## src/rtl/scan_pkg.sv

```systemverilog
// Shared scan-path definitions: shot-scheduler state encoding and default
// shot-timing constants.
package scan_pkg;

  typedef enum logic [2:0] {
    IDLE      = 3'd0,
    ARM       = 3'd1,
    FIRE      = 3'd2,
    WAIT_ECHO = 3'd3,
    GAP       = 3'd4
  } state_t;

  localparam int MIN_PERIOD_DEF  = 32;
  localparam int TIMEOUT_CYC_DEF = 64;

endpackage

```

## src/rtl/shot_timer.sv

```systemverilog
// Period and echo-timeout counters for recv_sched. Both restart at 0 on
// clear and hold at their terminal value instead of wrapping.
module shot_timer #(
  parameter int PER_W = 16,
  parameter int TO_W  = 9
) (
  input  logic             clk,
  input  logic             rst,
  input  logic             clear,
  input  logic             to_run,
  input  logic [PER_W-1:0] period,
  input  logic [TO_W-1:0]  to_limit,
  output logic             per_term,
  output logic             to_expire
);

  logic [PER_W-1:0] per_cnt;
  logic [TO_W-1:0]  to_cnt;

  assign per_term  = (per_cnt == period - PER_W'(1));
  assign to_expire = (to_cnt == to_limit - TO_W'(1));

  // NOTE: clocked state uses non-blocking assignments so every flop samples pre-edge values.
  always_ff @(posedge clk or negedge rst) begin
    if (!rst) begin
      per_cnt <= '0;
      to_cnt  <= '0;
    end else if (clear) begin
      per_cnt <= '0;
      to_cnt  <= '0;
    end else begin
      if (!per_term)            per_cnt <= per_cnt + PER_W'(1);
      if (to_run && !to_expire) to_cnt  <= to_cnt + TO_W'(1);
    end
  end

endmodule

```

## src/rtl/recv_sched.sv

```systemverilog
// Shot scheduler for the echo-capture path. Define RECV_SCHED_TIMEOUT_EN to
// enable the echo watchdog (shot_err / missed_cnt); otherwise echoes wait forever.
module recv_sched
  import scan_pkg::*;
#(
  parameter int PER_W       = 16,
  parameter int IDX_W       = 12,
  parameter int TIMEOUT_CYC = TIMEOUT_CYC_DEF,
  parameter int MIN_PERIOD  = MIN_PERIOD_DEF
) (
  input  logic             clk,
  input  logic             rst,
  input  logic             scan_start,
  input  logic             zero_pulse,
  input  logic             laser_on,
  input  logic [PER_W-1:0] shot_period,
  input  logic [IDX_W-1:0] shots_per_rev,
  input  logic [7:0]       delay_cfg,
  input  logic             tola_en,
  output logic             send_en,
  output logic [7:0]       delay_cnt,
  output logic             laser_enable,
  output logic [IDX_W-1:0] shot_idx,
  output logic             shot_valid,
  output logic             shot_skip,
  output logic             shot_err,
  output logic             rev_done,
  output logic             rev_short,
  output logic [7:0]       missed_cnt,
  output logic             busy
);

  localparam int TO_W = $clog2(256 + TIMEOUT_CYC);

  state_t           state, state_nxt;
  logic             zp_q, pend;
  logic [PER_W-1:0] period_q;
  logic [IDX_W-1:0] spr_q;
  logic             per_term, to_expire, timeout;
  logic             latch_cfg, adv_idx, rev_end, rev_cut, skip_shot, echo_ok, echo_to;
  logic             last_shot;

  // The zero pulse is registered once; that flop is the extra cycle of zero_pulse->send_en.
  assign last_shot    = (shot_idx == spr_q - IDX_W'(1));
  assign send_en      = (state == FIRE) && scan_start && laser_on;
  assign laser_enable = (state == WAIT_ECHO);
  assign busy         = (state != IDLE);

`ifdef RECV_SCHED_TIMEOUT_EN
  assign timeout = to_expire;
`else
  logic unused_to_expire;
  assign unused_to_expire = to_expire;
  assign timeout          = 1'b0;
`endif

  shot_timer #(.PER_W(PER_W), .TO_W(TO_W)) u_timer (
    .clk       (clk),
    .rst       (rst),
    .clear     (state_nxt == FIRE),
    .to_run    ((state == FIRE) || (state == WAIT_ECHO)),
    .period    (period_q),
    .to_limit  (TO_W'(delay_cnt) + TO_W'(TIMEOUT_CYC)),
    .per_term  (per_term),
    .to_expire (to_expire)
  );

  // NOTE: every signal of this block gets a default first, so no latch can be inferred.
  always_comb begin
    state_nxt = state;
    latch_cfg = 1'b0;
    adv_idx   = 1'b0;
    rev_end   = 1'b0;
    rev_cut   = 1'b0;
    skip_shot = 1'b0;
    echo_ok   = 1'b0;
    echo_to   = 1'b0;
    case (state)
      IDLE: if (scan_start) state_nxt = ARM;
      ARM: begin
        if (!scan_start) state_nxt = IDLE;
        else if (zp_q) begin
          latch_cfg = 1'b1;
          state_nxt = FIRE;
        end
      end
      FIRE: begin
        if (!scan_start)   state_nxt = IDLE;
        else if (laser_on) state_nxt = WAIT_ECHO;
        else begin
          skip_shot = 1'b1;
          state_nxt = GAP;
        end
      end
      WAIT_ECHO: begin
        // An echo in flight always completes, even if scanning was dropped.
        if (tola_en) begin
          echo_ok   = 1'b1;
          state_nxt = scan_start ? GAP : IDLE;
        end else if (timeout) begin
          echo_to   = 1'b1;
          state_nxt = scan_start ? GAP : IDLE;
        end
      end
      GAP: begin
        if (!scan_start) state_nxt = IDLE;
        else if (per_term) begin
          if (pend || zp_q) begin
            rev_end   = 1'b1;
            rev_cut   = !last_shot;
            latch_cfg = 1'b1;
            state_nxt = FIRE;
          end else if (last_shot) begin
            rev_end   = 1'b1;
            state_nxt = ARM;
          end else begin
            adv_idx   = 1'b1;
            state_nxt = FIRE;
          end
        end
      end
      default: state_nxt = IDLE;
    endcase
  end

  // NOTE: the latched configuration is reset as well, so delay_cnt reads 0 out of reset.
  always_ff @(posedge clk or negedge rst) begin
    if (!rst) begin
      state      <= IDLE;
      zp_q       <= 1'b0;
      pend       <= 1'b0;
      period_q   <= PER_W'(MIN_PERIOD);
      spr_q      <= IDX_W'(1);
      delay_cnt  <= '0;
      shot_idx   <= '0;
      shot_valid <= 1'b0;
      shot_skip  <= 1'b0;
      shot_err   <= 1'b0;
      rev_done   <= 1'b0;
      rev_short  <= 1'b0;
      missed_cnt <= '0;
    end else begin
      state      <= state_nxt;
      zp_q       <= zero_pulse;
      shot_valid <= skip_shot || echo_ok || echo_to;
      shot_skip  <= skip_shot;
      shot_err   <= echo_to;
      rev_done   <= rev_end;
      rev_short  <= rev_cut;

      if (latch_cfg || state == IDLE || state == ARM) pend <= 1'b0;
      else if (zp_q)                                  pend <= 1'b1;

      if (latch_cfg) begin
        period_q  <= (shot_period < PER_W'(MIN_PERIOD)) ? PER_W'(MIN_PERIOD) : shot_period;
        spr_q     <= (shots_per_rev == '0) ? IDX_W'(1) : shots_per_rev;
        delay_cnt <= delay_cfg;
        shot_idx  <= '0;
      end else if (adv_idx) begin
        shot_idx  <= shot_idx + IDX_W'(1);
      end

      if (latch_cfg)                           missed_cnt <= '0;
      else if (echo_to && missed_cnt != 8'hFF) missed_cnt <= missed_cnt + 8'd1;
    end
  end

endmodule
```

## config.mk

```make
export PLATFORM = sky130hd
export DESIGN_NAME = recv_sched
export DESIGN_NICKNAME = d
export VERILOG_FILES = /design/src/rtl/scan_pkg.sv /design/src/rtl/shot_timer.sv /design/src/rtl/recv_sched.sv
export SDC_FILE = /design/constraint.sdc
export NUM_CORES = 1
export LEC_CHECK = 0
export ABC_AREA = 1
export CORE_MARGIN = 1
export CORE_UTILIZATION = 25
export CTS_BUF_LIST = sky130_fd_sc_hd__clkbuf_8
export DETAILED_ROUTE_END_ITERATION = 8
export GPL_ROUTABILITY_DRIVEN = 0
export SLEW_MARGIN = 20
export SYNTH_ARGS = -nofsm -noshare
export SYNTH_HDL_FRONTEND = slang
export SYNTH_HIERARCHICAL = 1
export SYNTH_SLANG_ARGS = --single-unit
```

## constraint.sdc

```tcl
create_clock -name clk -period 7 [get_ports clk]
set_input_delay 1.4 -clock clk [delete_from_list [all_inputs] [get_ports clk]]
set_output_delay 1.4 -clock clk [all_outputs]
set_load 0.02 [all_outputs]
```

==> results.md <==
- Clock Sinks: between 70 and 80
- Post_cts resized: 0
- P per Cell Area: around 320 mW/mm^2
- Fin crit share: 60.5%
- CP Cell Sequence: clkdlybuf4s50_1, nand2_1, nor2_1, clkdlybuf4s50_1
- Area growth syn-to-layout: 18.9%
- Sw Share: a little under half
- CP Class: in2out
- Pin count of the biggest net entering global routing: 74
- Synthesized cell area: around 0.0052 mm^2
- Worst-Margin Slew: roughly 1 ns
- IO Count: between 70 and 80
- Max incr delay on CP: roughly 0.65 ns
- Worst reg2reg setup slack: between 2 and 3 ns
- GRT Overall Usage: 13.5%
- Setup-failing EPs final: 0
- Placement row count: 52
- Sequential fraction of design power: around 36%
- Tot Pwr: about 2.0 mW
- Hpwl dp: 10.1 mm
- Max Clk Rate: ~0.24 GHz
- Min cycle time layout: around 4.2 ns
- RSZ-0062 raised after global routing: no
- Synth Instances: 748
- Yosys warnings: 6
- Fillers: around 2.2k
- Die Height: 146 um
- NetSw: 0.901 mW
- Final ANT Viol Nets: 0
- CP max-delay cell: clkdlybuf4s50_1
- Drt drc: 0
- CP Capture Type: output pin
- # hold bufs at CTS: 0
- Cell mode on critical path: clkdlybuf4s50_1
- Die area: 0.0215 mm^2
- Crit path max fanout: 5
- CTS tree: built
- GRT overflow: 0
- Setup crit start kind: input port
- H-tree depth: 3
- Reg clk slew, reported paths: about 0.080 ns
- Post-DR vias/cell: 4.55
- I/O Buffers: 68
- Logic pwr share: around 47%
- Drt total wl: 13.6 mm
- Max Cap Violations: 0
- Worst Hold Class: reg2reg
- Avg Cell Area, Syn: between 6 and 7 um^2
- Total number of vias: around 4.9k
- First-pass GRT wire length: around 23 mm
- Clock Skews: 0.0114 ns
- Req. time, crit path: 5.60 ns
- Layout cell share with drive strength beyond 1: under 10%
- Outcome: finished clean
- Final Hold Viols: 0
- TritonCTS Buffers: 9
- Rel. slew slack: between 30% and 40%
- Worst VDD drop: between 0.1 and 0.15 mV
- Arrival @ worst endpoint: roughly 2.8 ns
- Fin nets: roughly 840
- Antenna diodes: 0
- Final slew viol count: 0
- Leak: between 2 and 3 nW
- Power share of the clock group: between 10% and 20%
- DR WL/cell: approximately 13 um
- DRT Pass-1 Iters: 5
- Root Buffer: clkbuf_8
- Number of global-route vias before repair: between 4k and 5k
- Core Footprint: slightly above 0.02 mm^2
- Int Power: 1.06 mW
- Initial antenna violation count: 0
- Final setup TNS: 0 ns
- Worst skew pair latency: ~0.38 ns
- Buffer count from post-CTS setup fixing: 0
- Die X: ~150 um
- Iter 0 DRT Violations: 207
- Initial Util: 25.6%
- Clk buf depth: 2
-- flip-flops by register name, summed over array words and instances (netlist names) --
name / flops
spr_q: 12
delay_cnt: 8
shot_idx: 12
rev_done: 1
rev_short: 1
shot_skip: 1
zp_q: 1
shot_valid: 1
period_q: 16
u_timer/per_cnt: 16
state: 3
pend: 1
-- per-layer routing --
metal	global-route usage [%]	vias up	wire length, um
met5	0	-	0
met4	3.54	0	159
met3	3.62	10	694
met2	22.6	116	6390
met1	17.2	2280	6340
li1	-	2479	-
-- critical path: cells and delay by family --
family                 cells  cell delay [ns]
and+or+nand+nor            2             0.24
buffers and inverters      2             1.19
-- stage by stage --
step	setup WS [ns]	instance area [um^2]	instances	utilization, %	hold WS [ns]
after floorplan	3.81	5250	756	-	0.468
after global placement	2.76	6010	1057	29.5	0.473
after global routing	2.38	6200	1073	30.5	0.519
final	2.77	6200	1073	30.5	0.491
after detailed placement	2.70	6010	1057	29.5	0.471
after CTS	2.75	6200	1073	30.5	0.496
-- cells in the final DEF, fill, tap and decap left out, types with 2 or more instances in the layout --
master           instances
xor2_1                  23
clkinv_4                 3
dfrtp_1                 71
a31oi_1                  4
nand3b_1                 4
nor3b_1                  3
o21ai_0                 20
nand3_2                  2
xnor2_1                 14
nand3_4                  2
nand2_1                246
inv_2                    3
nor3_1                   9
conb_1                   9
dfstp_2                  2
buf_4                    2
clkbuf_8                 9
nor2_4                   8
inv_1                   73
nand4_1                 40
a211oi_1                 3
a21oi_1                  4
nor4_1                   8
ha_1                     4
nand2_2                 16
clkdlybuf4s50_1         67
nand3_1                 57
nor2_2                  12
nor2_1                  72
-- power groups by stage --
stage                     Clock, mW  Sequential, mW  Combinational (mW)
after floorplan                   0           0.682               0.698
after global placement            0           0.710               0.900
after detailed placement          0           0.708               0.909
after CTS                     0.358           0.701               0.915
after global routing          0.373           0.722                1.04
final                         0.342           0.702               0.913
-- worst paths after layout --
kind,endpoint,startpoint,cells after the start
max,send_en,scan_start,4
max reg2reg,period_q[0],period_q[0],17
min in group asynchronous,shot_valid,rst,1
min,delay_cnt[2],delay_cnt[2],2
max in group asynchronous,period_q[4],rst,1
min reg2reg,delay_cnt[2],delay_cnt[2],2
-- final cells by class --
class	instances	area [um^2]	share of cell area (%)
repair buffers	69	686	11.1
multi-input cells	570	2870	46.3
well taps	270	338	5.45
flip-flops and latches	73	1830	29.5
clock inverters	7	72.6	1.17
inverters	75	282	4.54
clock buffers	9	124	2.00
(Power assumes the default switching activity.)
